## src/rtl/zeroriscy_prefetch_buf.sv

```systemverilog
`default_nettype none
// ============================================================================
// zeroriscy_prefetch_buf : sequential instruction prefetcher with a flushable
//   FIFO. Optional macro PREFETCH_ERR_EN stores a bus-error bit per entry.
// Revision 1.0 - initial release
// ============================================================================
module zeroriscy_prefetch_buf #(
  parameter int DEPTH     = 4,
  parameter int MAX_OUTST = 2
) (
  input  logic        clk,
  input  logic        rst,
  input  logic        req_i,
  input  logic        branch_i,
  input  logic [31:0] addr_i,
  input  logic        ready_i,
  output logic        valid_o,
  output logic [31:0] rdata_o,
  output logic [31:0] addr_o,
  output logic        err_o,
  output logic        instr_req_o,
  output logic [31:0] instr_addr_o,
  input  logic        instr_gnt_i,
  input  logic        instr_rvalid_i,
  input  logic [31:0] instr_rdata_i,
  input  logic        instr_err_i
);

  localparam int AW = $clog2(DEPTH);
  localparam int CW = AW + 1;
  localparam logic [CW-1:0] C_MAX_OUTST = CW'(MAX_OUTST);
  localparam logic [CW:0]   C_DEPTH     = (CW+1)'(DEPTH);
  localparam logic [CW-1:0] C_ONE       = CW'(1);
  localparam logic [AW-1:0] C_PTR_ONE   = AW'(1);

  logic [31:0]   rdata_mem [DEPTH];
  logic [31:0]   addr_mem  [DEPTH];
  logic [AW-1:0] rd_ptr;
  logic [AW-1:0] wr_ptr;
  logic [CW-1:0] fifo_cnt;
  logic [CW-1:0] fifo_cnt_next;
  logic [CW-1:0] outst;
  logic [CW-1:0] outst_next;
  logic [CW-1:0] discard;
  logic [CW:0]   credit_used;
  logic [31:0]   fetch_addr;
  logic [31:0]   resp_addr;
  logic          branch;
  logic          grant;
  logic          resp;
  logic          push;
  logic          pop;
  logic [1:0]    unused_addr_bits;

  assign unused_addr_bits = addr_i[1:0];

  assign branch      = req_i & branch_i;
  assign credit_used = {1'b0, fifo_cnt} + {1'b0, outst};
  // Credit check keeps FIFO entries plus in-flight requests within DEPTH,
  // so a returning word always has a free slot.
  assign instr_req_o  = req_i & ~branch_i & (outst < C_MAX_OUTST) & (credit_used < C_DEPTH);
  assign instr_addr_o = fetch_addr;

  assign grant   = instr_req_o & instr_gnt_i;
  assign resp    = instr_rvalid_i & (outst != '0);
  assign push    = resp & (discard == '0) & ~branch;
  assign valid_o = (fifo_cnt != '0);
  assign pop     = valid_o & ready_i & ~branch;
  assign rdata_o = rdata_mem[rd_ptr];
  assign addr_o  = addr_mem[rd_ptr];

  always_comb begin
    outst_next    = outst;
    fifo_cnt_next = fifo_cnt;
    if (grant && !resp) begin
      outst_next = outst + C_ONE;
    end else if (!grant && resp) begin
      outst_next = outst - C_ONE;
    end
    if (push && !pop) begin
      fifo_cnt_next = fifo_cnt + C_ONE;
    end else if (!push && pop) begin
      fifo_cnt_next = fifo_cnt - C_ONE;
    end
  end

  always_ff @(posedge clk) begin
    if (rst) begin
      rd_ptr     <= '0;
      wr_ptr     <= '0;
      fifo_cnt   <= '0;
      outst      <= '0;
      discard    <= '0;
      fetch_addr <= '0;
      resp_addr  <= '0;
    end else begin
      outst <= outst_next;
      if (branch) begin
        // Everything still in flight belongs to the old path.
        rd_ptr     <= '0;
        wr_ptr     <= '0;
        fifo_cnt   <= '0;
        discard    <= outst_next;
        fetch_addr <= {addr_i[31:2], 2'b00};
        resp_addr  <= {addr_i[31:2], 2'b00};
      end else begin
        fifo_cnt <= fifo_cnt_next;
        if (grant) fetch_addr <= fetch_addr + 32'd4;
        if (push) begin
          wr_ptr    <= wr_ptr + C_PTR_ONE;
          resp_addr <= resp_addr + 32'd4;
        end
        if (pop) rd_ptr <= rd_ptr + C_PTR_ONE;
        if (resp && discard != '0) discard <= discard - C_ONE;
      end
    end
  end

  always_ff @(posedge clk) begin
    if (push) begin
      rdata_mem[wr_ptr] <= instr_rdata_i;
      addr_mem[wr_ptr]  <= resp_addr;
    end
  end

`ifdef PREFETCH_ERR_EN
  logic err_mem [DEPTH];

  always_ff @(posedge clk) begin
    if (push) err_mem[wr_ptr] <= instr_err_i;
  end

  assign err_o = valid_o & err_mem[rd_ptr];
`else
  logic unused_err;

  assign unused_err = instr_err_i;
  assign err_o      = 1'b0;
`endif

  rvalid_needs_outstanding: assert property (@(posedge clk) disable iff (rst)
    !(instr_rvalid_i && outst == '0));
  no_push_when_full: assert property (@(posedge clk) disable iff (rst)
    !(push && {1'b0, fifo_cnt} == C_DEPTH));

endmodule
`default_nettype wire
```

## config.mk

```make
export PLATFORM = sky130hd
export DESIGN_NAME = zeroriscy_prefetch_buf
export DESIGN_NICKNAME = d
export VERILOG_FILES = /design/src/rtl/zeroriscy_prefetch_buf.sv
export SDC_FILE = /design/constraint.sdc
export NUM_CORES = 1
export LEC_CHECK = 0
export BUFFER_PORTS_ARGS = -buffer_cell sky130_fd_sc_hd__buf_4
export CAP_MARGIN = 5
export CORE_UTILIZATION = 58
export DETAILED_ROUTE_END_ITERATION = 10
export PLACE_DENSITY_LB_ADDON = 0.15
export REMOVE_ABC_BUFFERS = 1
export SLEW_MARGIN = 20
export SYNTH_ARGS = -nofsm -noshare
export SYNTH_HDL_FRONTEND = slang
export SYNTH_SLANG_ARGS = --single-unit
```

## constraint.sdc

```tcl
create_clock -name clk -period 5.2 [get_ports clk]
set_input_delay 1.04 -clock clk [delete_from_list [all_inputs] [get_ports clk]]
set_output_delay 1.04 -clock clk [all_outputs]
set_load 0.01 [all_outputs]
```

==> Word-level counts from Yosys, hierarchy flattened <==
Memory sizes are Yosys's and may differ from the RTL's. A register that Yosys moved wholly into a read port is not among the register bits.
Index checks and enable logic that the tools add are counted.
{ "totals": {"register_bits": 77, "mem_bits_rw": 256, "input_bits": 72, "elab_cells": 69, "n_memories": 2} }
{ "mem_list": {"columns": ["memory", "words", "word_bits", "rd", "rd_clocked_by_memory_dff", "write_ports", "line", "text"], "rows": [
  ["addr_mem", 4, 32, 1, 1, 1, "37", "logic [31:0] addr_mem [DEPTH];"],
  ["rdata_mem", 4, 32, 1, 1, 1, "36", "logic [31:0] rdata_mem [DEPTH];"]
]} }
{ "op_classes": {"addsub": 10, "order_cmp": 2, "n_mux": 16, "n_bitwise": 12, "n_reduce_logical": 18} }
{ "op_table": {"columns": ["op", "n"], "rows": [
  ["$mux W32", 4],
  ["$add A32 B3 Y32 const B", 2],
  ["$mux W3", 6],
  ["$and A1 B1 Y1", 10],
  ["$reduce_bool A3 Y1", 3],
  ["$sub A3 B1 Y3 const B", 3],
  ["$mux W2", 4],
  ["$reduce_bool A2 Y1", 4],
  ["$add A3 B1 Y3 const B", 2],
  ["$logic_and A1 B1 Y1", 5],
  ["$add A2 B1 Y2 const B", 2],
  ["$add A3 B3 Y4", 1],
  ["$logic_not A1 Y1", 4],
  ["$lt A4 B3 Y1 const B", 1],
  ["$logic_not A3 Y1", 1],
  ["$lt A3 B2 Y1 const B", 1],
  ["$mux W1", 2],
  ["$not A1 Y1", 2],
  ["$reduce_or A2 Y1", 1]
]} }

==> Depth between registers and ports, before layout <==
Gate-level depths: netlist of run 1.
{ "logic_depth": {"ltp_word": 10, "mapped_depth": 12, "ltp_nobuf": 11} }

==> Worst setup path after synthesis of run 1 <==
No wires, ideal clock.
{ "synth_timing": {"kind": "input to register", "startpoint": "in instr_rvalid_i", "endpoint": "mem addr_mem[0][10] (enable)", "t_arrival_ps": 3153, "required_ps": 4773, "slack_ps": 1620, "stages": 3, "n_path_buf": 1, "cell_sequence": "and4bb_2 > clkbuf_1 > and3_1"} }
{ "synth_between": {"elab_chain_len": 5} }
{ "synth_rtl": {"columns": ["element", "line", "text"], "rows": [
  ["from (decl)", "24", "input logic instr_rvalid_i,"],
  ["$and A1 B1 Y1", "65", "assign resp = instr_rvalid_i & (outst != '0);"],
  ["$and A1 B1 Y1 (2 in a row)", "66", "assign push = resp & (discard == '0) & ~branch;"],
  ["$mux W1", "120", "if (push) begin"],
  ["$mux W1 (not written as such)", "122", "addr_mem[wr_ptr] <= resp_addr;"],
  ["to (decl)", "37", null]
]} }
Every way passes these cells.

==> results by group, run 1 <==
Worst setup path
  • Largest stage delay, worst path: 0.66 ns
  • RR Startpoint: outst[0]$_SDFF_PP0_
  • Most used cell, CP: buf_4
  • Worst EP required: 4.16 ns
  • Crit-path cells: buf_16 -> buf_4 -> mux4_2 -> buf_4
  • Arr. time, crit path: 2.60 ns
  • CP startpoint kind: flip-flop
  • R2R Setup Slk: 2.13 ns
  • WS Path Type: reg -> out
  • CP max FO: 30
  • WP buf/inv: 3
  • Delay-heaviest family, CP: buffers and inverters
  • Slowest cell on crit path: dfxtp_4
  • Crit. End Element: output pin

Status
  • Run status: finished clean

Cells and area
  • Area occupied by multi-input gates: 3740 sq um
  • Util after Layout: 0.704
  • Total Nets Final: 1035
  • Layout fillers: 1408
  • Commonest non-fill, non-tap cell in the layout: edfxtp_1
  • Area Growth Syn to Fin: 18.8%
  • # diodes: 0
  • Most frequent cells in the layout: 248 x edfxtp_1, 175 x buf_4, 73 x dfxtp_1
  • Layout cells sized above 1: 0.309
  • Register Area: 8950 sq um

Die
  • Starting Density: 0.592
  • Die Span X: 151 um
  • Die area: 22900 sq um
  • Core area: 21800 sq um
  • Row count: 54
  • I/O pins: 171
  • Die height: 151 um

Power and ir drop
  • Reg power frac: 0.490
  • Switching Fraction: 0.253
  • Worst vdd ir: 217 uV
  • Pwr dens: 418 nW/um^2
  • Sw power: 1.63 mW
  • Internal power: 4.79 mW
  • Total Power: 6.42 mW
  • Combinational power share: 0.196
  • Leak: 5.30 nW
  • Clk network pwr share: 0.314

Timing
  • Highest achievable clock rate: 275 MHz
  • Fin crit period: 3.64 ns
  • Setup Skew: 0.0202 ns
  • Endpoints failing hold: 0
  • Relative slew slack: 0.295
  • RSZ-0062 raised after global routing: false
  • # setup viols final: 0
  • Setup tns final: 0 ns
  • Worst-Margin Slew: 1.06 ns
  • Final Cycle Share: 0.700
  • Final Max Tran Viols: 0

Route
  • TritonRoute pass-1 iters: 5
  • Vias after detailed routing: 7532
  • DRT Wirelength: 27.1 mm
  • Initial drt markers: 619
  • Antenna viol nets, final: 0
  • DRC viols: 0
  • Via density: 6.02
  • WL/cell: 21.6 um

GRT
  • Gr ovfl total: 0
  • Vias in the first global route: 7536
  • Global-route wire length before repair: 40.9 mm
  • Largest net degree at the start of global routing: 81
  • Gr usage total: 0.239
  • Antenna violations before repair: 0

Clock tree
  • Root Driver: clkbuf_16
  • CTS Buffer Depth: 3
  • Clock transition at the registers of the reported paths: 0.07 ns
  • CTS tree: yes
  • Post-CTS Resized: 0
  • Cts bufs inserted: 30
  • Hold Buf Count CTS: 0
  • Post-CTS setup buffer count: 0
  • # clock sinks: 323
  • Clock Latency Late Sink: 0.55 ns
  • Htree depth: 1

Placement
  • # port buffers: 162
  • DP Wirelength: 17.3 mm
  • GPL Wtd Cong: 0.839

Synthesis
  • Sequential area share after synthesis: 0.693
  • Post-Syn Instances: 778
  • Synth warnings: 0
  • Count of cell types in the netlist: 50
  • Mapped Area: 12900 sq um
  • Syn avg cell area: 16.6 sq um
  • FF+latch count, synth: 323

Hold path
  • Hold Path Class: reg -> reg
  • Hold wc startpoint: instr_addr_o[18]$_SDFFE_PP0P_

Run
  • Max-cap violations: 0
worst reg2reg max path, delay by kind of cell (launching register included):
| family | cells | cell delay [ns] |
|---|---|---|
| AND/OR/NAND/NOR | 2 | 1.42 |
| buffers and inverters | 2 | 0.50 |
| flip-flops | 1 | 0.42 |
| adder cells (fa/ha/maj) | 2 | 0.39 |
per-layer routing:
layer / GRT usage / wire, um / share of wire / up-vias
li1: - / - / - / 3412
met4: 0.0745 / 626 / 0.023 / 0
met3: 0.0377 / 1820 / 0.067 / 48
met2: 0.400 / 13600 / 0.50 / 298
met1: 0.321 / 11000 / 0.41 / 3774
met5: 0 / 0 / 0 / -
sequential cells by signal, summed over array words and instances (netlist names), named ones only:
name	flops
instr_addr_o	30
rd_ptr	2
fifo_cnt	3
discard	3
outst	3
resp_addr	30
addr_mem	120
wr_ptr	2
rdata_mem	128
cells in the mapped netlist, drive strengths merged:
| cell type | number | area (sq um) |
|---|---|---|
| nor2 | 20 | 75.1 |
| nand3 | 17 | 85.1 |
| nor4b | 1 | 23.8 |
| nand2b | 1 | 6.26 |
| nor3 | 5 | 25.0 |
| and4 | 9 | 83.8 |
| buf | 14 | 87.6 |
| edfxtp | 248 | 7450 |
| o2bb2ai | 1 | 8.76 |
| nor2b | 2 | 12.5 |
| ha | 14 | 175 |
| o21bai | 30 | 225 |
| inv | 16 | 60.1 |
| nand4 | 28 | 226 |
| o21ai | 9 | 45.0 |
| mux2i | 3 | 30.0 |
| and3 | 13 | 82.6 |
| nor4 | 3 | 25.0 |
| a311oi | 2 | 17.5 |
| or2 | 1 | 6.26 |
| and2 | 9 | 58.8 |
| fa | 1 | 20.0 |
| nand2 | 21 | 78.8 |
| a2bb2oi | 1 | 8.76 |
| a21oi | 46 | 230 |
| clkbuf | 28 | 105 |
| and4bb | 1 | 12.5 |
| nor3b | 1 | 7.51 |
| a221oi | 1 | 8.76 |
| a211oi | 3 | 22.5 |
| conb | 1 | 3.75 |
| or3 | 10 | 67.6 |
| o31ai | 8 | 60.1 |
| or4 | 8 | 60.1 |
| dfxtp | 75 | 1500 |
| xor2 | 33 | 289 |
| o211ai | 1 | 7.51 |
| a31oi | 16 | 100 |
| xnor2 | 15 | 131 |
| mux4 | 62 | 1400 |
power groups by stage:
stage | Clock [mW] | Sequential [mW] | Combinational (mW)
after global routing | 2.14 | 3.17 | 1.37
after global placement | 0 | 3.22 | 1.17
after floorplan | 0 | 3.20 | 0.706
final | 2.01 | 3.15 | 1.26
after CTS | 2.05 | 3.19 | 1.22
after detailed placement | 0 | 3.24 | 1.21
metrics by stage:
stage	instances	instance area, sq um	hold WS, ns	setup slack, ns
after floorplan	740	12700	0.471	0.581
after global placement	1195	14400	0.493	1.87
after detailed placement	1195	14400	0.524	1.84
after CTS	1251	15300	0.533	1.25
after global routing	1252	15400	0.553	1.38
final	1252	15400	0.538	1.56
worst paths after layout:
kind,to,cells past startpoint
setup / recovery,rdata_o[20],4
hold / removal,instr_addr_o[18]$_SDFFE_PP0P_,2
hold reg to reg,instr_addr_o[18]$_SDFFE_PP0P_,2
setup reg to reg,rdata_mem[0][25]$_DFFE_PP_,6
cells by family after synthesis:
group | Yosys count | synth area share
buffers and inverters | 58 | 0.0196
adders and majority gates | 15 | 0.0151
AOI/OAI and AO/OA | 118 | 0.0569
xor gates and xnor gates | 48 | 0.0325
other | 1 | 0.000290
muxes | 65 | 0.110
DFF | 323 | 0.693
and+or+nand+nor | 150 | 0.0725
layout make-up:
cell class | instances | share of cell area
clock buffer | 38 | 0.0522
clock inverter | 18 | 0.00693
inverter | 16 | 0.00391
multi-input combinational | 401 | 0.244
sequential | 323 | 0.583
tap | 280 | 0.0228
timing repair buffer | 176 | 0.0874
Note: power is estimated with default switching activity, not from simulation.
==> run 2, diff against run 1 <==
--- a/config.mk
+++ b/config.mk
@@ -5,6 +5,7 @@
 export SDC_FILE = /design/constraint.sdc
 export NUM_CORES = 1
 export LEC_CHECK = 0
+export ABC_AREA = 1
 export BUFFER_PORTS_ARGS = -buffer_cell sky130_fd_sc_hd__buf_4
 export CAP_MARGIN = 5
 export CORE_UTILIZATION = 58
==> constraint.sdc (replaced) <==
create_clock -name clk -period 3.7 [get_ports clk]
set_input_delay 0.74 -clock clk [delete_from_list [all_inputs] [get_ports clk]]
set_output_delay 0.74 -clock clk [all_outputs]
set_load 0.01 [all_outputs]
==> results by group, run 2 <==
Synthesis
  • Post-synth EDFFs: 248 (unchanged)
  • Dominant cells by area after synthesis: edfxtp_1 52%, dfxtp_1 10%, nand2_1 6.6%
  • Synth warnings: 0 (unchanged)
  • Sequential area share after synthesis: 0.623 (-0.0700)
  • Ys flop type: edfxtp_1
  • Area leader, netlist: edfxtp_1
  • Post-synth top area share: 0.518 (-0.0583)
  • Syn avg cell area: 9.78 sq um (-41%)
  • Top-count cell post-synth: nand2_1
  • Synth cell count leaders: 251 x nand2_1, 248 x edfxtp_1, 233 x nor2_1
  • FF+latch count, synth: 323 (unchanged)
  • Count of cell types in the netlist: 42 (-16%)
  • Post-Syn Instances: 1469 (+89%)
  • Mapped Area: 14400 sq um (+11%)
  • Async SR Flop Fraction: 0 (unchanged)

Clock tree
  • CTS Buffer Depth: 3 (unchanged)
  • Clock transition at the registers of the reported paths: 0.06 ns (about the same)
  • Post-CTS Resized: 0 (unchanged)
  • Clock Latency Late Sink: 0.51 ns (-0.04 ns)
  • Hold Buf Count CTS: 0 (unchanged)
  • Root Driver: clkbuf_16
  • Post-CTS setup buffer count: 0 (unchanged)
  • Cts bufs inserted: 35 (+17%)
  • Htree depth: 2 (+1)
  • CTS tree: yes
  • # clock sinks: 323 (unchanged)

Die
  • Die area: 25400 sq um (+11%)
  • Starting Density: 0.591 (-0.00103)
  • Die height: 159 um (+5.4%)
  • I/O pins: 171 (unchanged)
  • Row count: 57 (+5.6%)
  • Core area: 24300 sq um (+11%)
  • Die Span X: 159 um (+5.4%)

Placement
  • # port buffers: 162 (unchanged)
  • GPL Wtd Cong: 0.911 (+8.5%)
  • DP Wirelength: 20.7 mm (+20%)
  • Worst slack, placed: 0.942 ns (-0.896 ns)

Worst setup path
  • Arr. time, crit path: 2.53 ns (-0.07 ns)
  • CP max FO: 55 (+83%)
  • Worst EP required: 2.96 ns (-1.20 ns)
  • R2R Setup Slk: 0.99 ns (-1.14 ns)
  • CP startpoint kind: flip-flop
  • Crit. End Element: output pin
  • WS Path Type: reg -> out

Power and ir drop
  • Worst vdd ir: 385 uV (+77%)
  • Leak: 6.37 nW (+20%)
  • Total Power: 10.8 mW (+68%)
  • Pwr dens: 634 nW/um^2 (+52%)

Status
  • Run status: finished clean

Route
  • Vias after detailed routing: 11000 (+47%)
  • Via density: 5.60 (-7.0%)
  • TritonRoute pass-1 iters: 5 (unchanged)
  • Antenna viol nets, final: 0 (unchanged)
  • DRC viols: 0 (unchanged)
  • Initial drt markers: 771 (+25%)
  • WL/cell: 16.8 um (-22%)
  • DRT Wirelength: 33.1 mm (+22%)

Timing
  • Relative slew slack: 0.474 (+0.179)
  • Fin crit period: 3.27 ns
  • Endpoints failing hold: 0 (unchanged)
  • RSZ-0062 raised after global routing: false
  • Worst-Margin Slew: 0.788 ns (-0.270 ns)
  • Final Cycle Share: 0.883
  • # setup viols final: 0 (unchanged)
  • Highest achievable clock rate: 306 MHz
  • Final WS setup: 0.434 ns (-1.13 ns)
  • Setup Skew: 0.0213 ns (+0.00111 ns)
  • Final Max Tran Viols: 0 (unchanged)

Cells and area
  • Area Growth Syn to Fin: 18.7%
  • Most frequent cells in the layout: 251 x nand2_1, 248 x edfxtp_1, 229 x nor2_1
  • Commonest non-fill, non-tap cell in the layout: nand2_1
  • Top Registers: rdata_mem x128, addr_mem x120
  • # diodes: 0 (unchanged)
  • Most flops, register: rdata_mem
  • Largest register FFs: 128 (unchanged)
  • Layout cells sized above 1: 0.167 (-0.142)
  • Total Nets Final: 1710 (+65%)

Run
  • Max-cap violations: 0 (unchanged)

GRT
  • Antenna violations before repair: 0 (unchanged)
  • Global-route wire length before repair: 52.7 mm (+29%)
  • Vias in the first global route: 10400 (+38%)
  • Largest net degree at the start of global routing: 116 (+43%)
  • Gr ovfl total: 0 (unchanged)
  • Gr usage total: 0.260 (+0.0208)

Hold path
  • Hold Path Class: in -> reg
## run 2: cell types whose count changed after synthesis, sizes merged, moves of 16 or more
cell	previous run	this run
inv	16	105
mux4	62	0
nand2	21	257
nand3	17	53
nand4	28	12
nor2	20	247
o21ai	9	198
o21bai	30	3
o22ai	0	63
xor2	33	12
## run 2: worst paths after layout
path	startpoint	to	cells after the start
worst max-delay path	flip-flop	addr_o[22]	5
worst min-delay path	instr_rdata_i[22]	rdata_mem[2][22]$_DFFE_PP_	1
worst max register to register	outst[0]$_SDFF_PP0_	fifo_cnt[2]$_SDFFE_PP0P_	13
worst min register to register	rd_ptr[1]$_SDFFE_PP0P_	flip-flop	2
## run 2: cells by family after synthesis
| kind of cell | Yosys count | synth area share |
|---|---|---|
| adder cells (fa/ha/maj) | 15 | 0.0136 |
| XOR/XNOR | 17 | 0.0104 |
| AND/OR/NAND/NOR | 602 | 0.178 |
| AO/OA/AOI/OAI | 329 | 0.123 |
| other | 1 | 0.000261 |
| buffers and inverters | 182 | 0.0519 |
| flip-flops | 323 | 0.623 |
## run 2: layout make-up
class	instances	area, sq um
flip-flops and latches	323	8950
fillers	1850	7260
multi-input cells	968	4720
repair buffers	183	1470
clock buffers	45	953
inverters	112	422
well taps	324	405
clock inverters	18	131
## run 2: through the flow
| step | instance area (sq um) | hold slack, ns | cells | setup TNS [ns] | utilization |
|---|---|---|---|---|---|
| after global placement | 15900 | 0.446 | 1909 | 0 | 0.656 |
| final | 17100 | 0.421 | 1973 | 0 | 0.701 |
| after floorplan | 14100 | 0.436 | 1403 | -454.83 | - |
| after CTS | 17000 | 0.411 | 1972 | 0 | 0.700 |
| after detailed placement | 15900 | 0.449 | 1909 | 0 | 0.656 |
| after global routing | 17100 | 0.404 | 1973 | 0 | 0.701 |
## run 2: metal layers
layer  global-route usage  share of wire  up-vias
met1                0.345           0.43     5248
met4               0.0699          0.019        0
met5                    0              0        -
met3               0.0404          0.063       47
li1                     -              -     5378
met2                0.445           0.49      367
## run 2: where the power goes
part / internal (mW) / leakage (nW) / switching [mW]
Clock: 1.90 / 0.534 / 1.35
Sequential: 4.46 / 2.88 / 0.397
Combinational: 1.08 / 2.95 / 1.62
## run 2: critical path: stages (launching register included)
cell	delay (ns)
dfxtp_4	0.40
clkinv_2	0.59
buf_4	0.48
o21ai_0	0.22
o22ai_1	0.13
buf_4	0.16
==> run 3, diff against run 2 <==
--- a/config.mk
+++ b/config.mk
@@ -10,7 +10,7 @@
 export CAP_MARGIN = 5
 export CORE_UTILIZATION = 58
 export DETAILED_ROUTE_END_ITERATION = 10
-export PLACE_DENSITY_LB_ADDON = 0.15
+export PLACE_DENSITY_LB_ADDON = 0.1
 export REMOVE_ABC_BUFFERS = 1
 export SLEW_MARGIN = 20
 export SYNTH_ARGS = -nofsm -noshare
==> results by group, run 3 (synthesis gave the netlist of run 2 again) <==
Worst setup path
  • WS Path Type: reg -> out
  • Largest stage delay, worst path: 0.47 ns (-0.12 ns)
  • Most used cell, CP: buf_4
  • R2R depth: 9 (-4)
  • CP startpoint kind: flip-flop
  • CP max FO: 44 (-20%)
  • Crit-path cells: clkinv_2 -> buf_4 -> o21ai_0 -> o22ai_1 -> buf_4
  • Slowest cell on crit path: clkinv_2
  • Worst EP required: 2.96 ns (about the same)
  • Arr. time, crit path: 2.35 ns (-0.18 ns)
  • Crit. End Element: output pin

Power and ir drop
  • Sw power: 3.31 mW (-1.9%)
  • Reg power frac: 0.449 (about the same)
  • Pwr dens: 637 nW/um^2 (+0.49%)
  • Internal power: 7.49 mW (+0.74%)
  • Combinational power share: 0.247 (-0.003)
  • Total Power: 10.8 mW (about the same)
  • Leak: 6.33 nW (-0.69%)
  • Clk network pwr share: 0.304 (+0.003)
  • Worst vdd ir: 360 uV (-6.6%)
  • Switching Fraction: 0.306 (-0.00564)

Placement
  • # port buffers: 162 (unchanged)
  • GPL Wtd Cong: 0.933 (+2.5%)
  • Cell Count Post-Placement: 1906 (-0.16%)
  • DP Wirelength: 20.6 mm (-0.85%)

GRT
  • Gr ovfl total: 0 (unchanged)
  • Gr usage total: 0.259 (about the same)
  • Largest net degree at the start of global routing: 72 (-38%)
  • Antenna violations before repair: 0 (unchanged)
  • Global-route wire length before repair: 52.4 mm (-0.67%)
  • Vias in the first global route: 10500 (+0.49%)

Clock tree
  • Cts bufs inserted: 34 (-2.9%)
  • CTS tree: yes
  • Htree depth: 2 (unchanged)
  • Post-CTS Resized: 0 (unchanged)
  • CTS Buffer Depth: 3 (unchanged)
  • Clock Latency Late Sink: 0.51 ns (about the same)
  • Root Driver: clkbuf_16
  • # clock sinks: 323 (unchanged)
  • Clock transition at the registers of the reported paths: 0.06 ns (about the same)
  • Hold Buf Count CTS: 0 (unchanged)
  • Post-CTS setup buffer count: 0 (unchanged)

Route
  • Vias after detailed routing: 11000 (-0.48%)
  • Antenna viol nets, final: 0 (unchanged)
  • DRT Wirelength: 32.7 mm (-1.3%)
  • Via density: 5.59 (-0.18%)
  • DRC viols: 0 (unchanged)
  • Initial drt markers: 797 (+3.4%)
  • TritonRoute pass-1 iters: 5 (unchanged)
  • WL/cell: 16.6 um (-0.96%)

Timing
  • Worst-Margin Slew: 0.734 ns (-0.0534 ns)
  • Relative slew slack: 0.510 (+0.0362)
  • Final Cycle Share: 0.836 (-0.0473)
  • Highest achievable clock rate: 323 MHz (+5.7%)
  • RSZ-0062 raised after global routing: false
  • Setup Skew: 0.0209 ns (-0.000407 ns)
  • Endpoints failing hold: 0 (unchanged)
  • # setup viols final: 0 (unchanged)
  • Final Max Tran Viols: 0 (unchanged)
  • Fin crit period: 3.09 ns (-0.175 ns)

Die
  • I/O pins: 171 (unchanged)
  • Die height: 159 um (unchanged)
  • Die Span X: 159 um (unchanged)
  • Starting Density: 0.591 (unchanged)
  • Die area: 25400 sq um (unchanged)
  • Row count: 57 (unchanged)
  • Core area: 24300 sq um (unchanged)

Cells and area
  • Non-Filler Instances: 1967 (-0.30%)
  • # diodes: 0 (unchanged)
  • Top Registers: rdata_mem x128, addr_mem x120
  • Layout cells sized above 1: 0.162 (-0.00487)
  • Total Nets Final: 1705 (-0.29%)
  • Commonest non-fill, non-tap cell in the layout: nand2_1
  • Largest register FFs: 128 (unchanged)
  • Most frequent cells in the layout: 251 x nand2_1, 248 x edfxtp_1, 229 x nor2_1
  • Area Growth Syn to Fin: 18.0%
  • Most flops, register: rdata_mem

Run
  • Max-cap violations: 0 (unchanged)

Hold path
  • Worst hold stages: 1 (unchanged)
  • Hold Path Class: in -> reg

Status
  • Run status: finished clean
[run 3: cell count changes in the layout (fill, tap and decap cells not counted)]
cell,delta
clkbuf_8,-3
bufinv_16,+2
clkbuf_1,+5
buf_12,-3
clkinv_2,-3
inv_6,+1
buf_16,-1
clkinv_8,-2
clkinv_1,-2
[run 3: through the flow]
step	util	cell area [sq um]	setup TNS (ns)	setup WS (ns)	hold WS (ns)
final	0.697	17000	0	0.609	0.434
after global routing	0.697	17000	0	0.408	0.416
after CTS	0.697	17000	0	0.599	0.418
after detailed placement	0.653	15900	0	0.891	0.466
after global placement	0.653	15900	0	0.957	0.441
after floorplan	-	14100	-454.83	-1.55	0.436
[run 3: metal layers]
layer / vias to the layer above / GRT usage / wire length [um]
li1: 5358 / - / -
met1: 5165 / 0.353 / 14100
met2: 382 / 0.430 / 15600
met3: 82 / 0.0339 / 1940
met4: 0 / 0.0935 / 1070
met5: - / 0 / 0
[run 3: path summary, 6_finish.rpt]
| path | slack [ns] | endpoint | startpoint |
|---|---|---|---|
| worst max-delay path | 0.61 | rdata_o[0] | flip-flop |
| worst min-delay path | 0.43 | rdata_mem[2][2]$_DFFE_PP_ | instr_rdata_i[2] |
| worst max register to register | 0.90 | addr_mem[3][31]$_DFFE_PP_ | outst[1]$_SDFF_PP0_ |
| worst min register to register | 0.47 | flip-flop | rd_ptr[1]$_SDFFE_PP0P_ |
[run 3: power groups by stage]
stage	Clock, mW	Combinational (mW)	Sequential [mW]
after global placement	0	2.62	4.90
final	3.28	2.67	4.85
after detailed placement	0	2.67	4.92
after CTS	3.33	2.69	4.84
after global routing	3.49	2.97	4.91
after floorplan	0	1.49	4.90
[run 3: worst max-delay path: cells and delay by family (launching register included)]
family,cells,cell delay [ns]
buf+inv,3,1.09
flops,1,0.40
compound gates,2,0.33
[run 3: layout make-up]
class                   count  area [sq um]
flip-flops and latches    323          8950
fillers                  1877          7360
multi-input cells         968          4720
repair buffers            179          1380
clock buffers              47           931
inverters                 112           422
well taps                 324           405
clock inverters            14           145
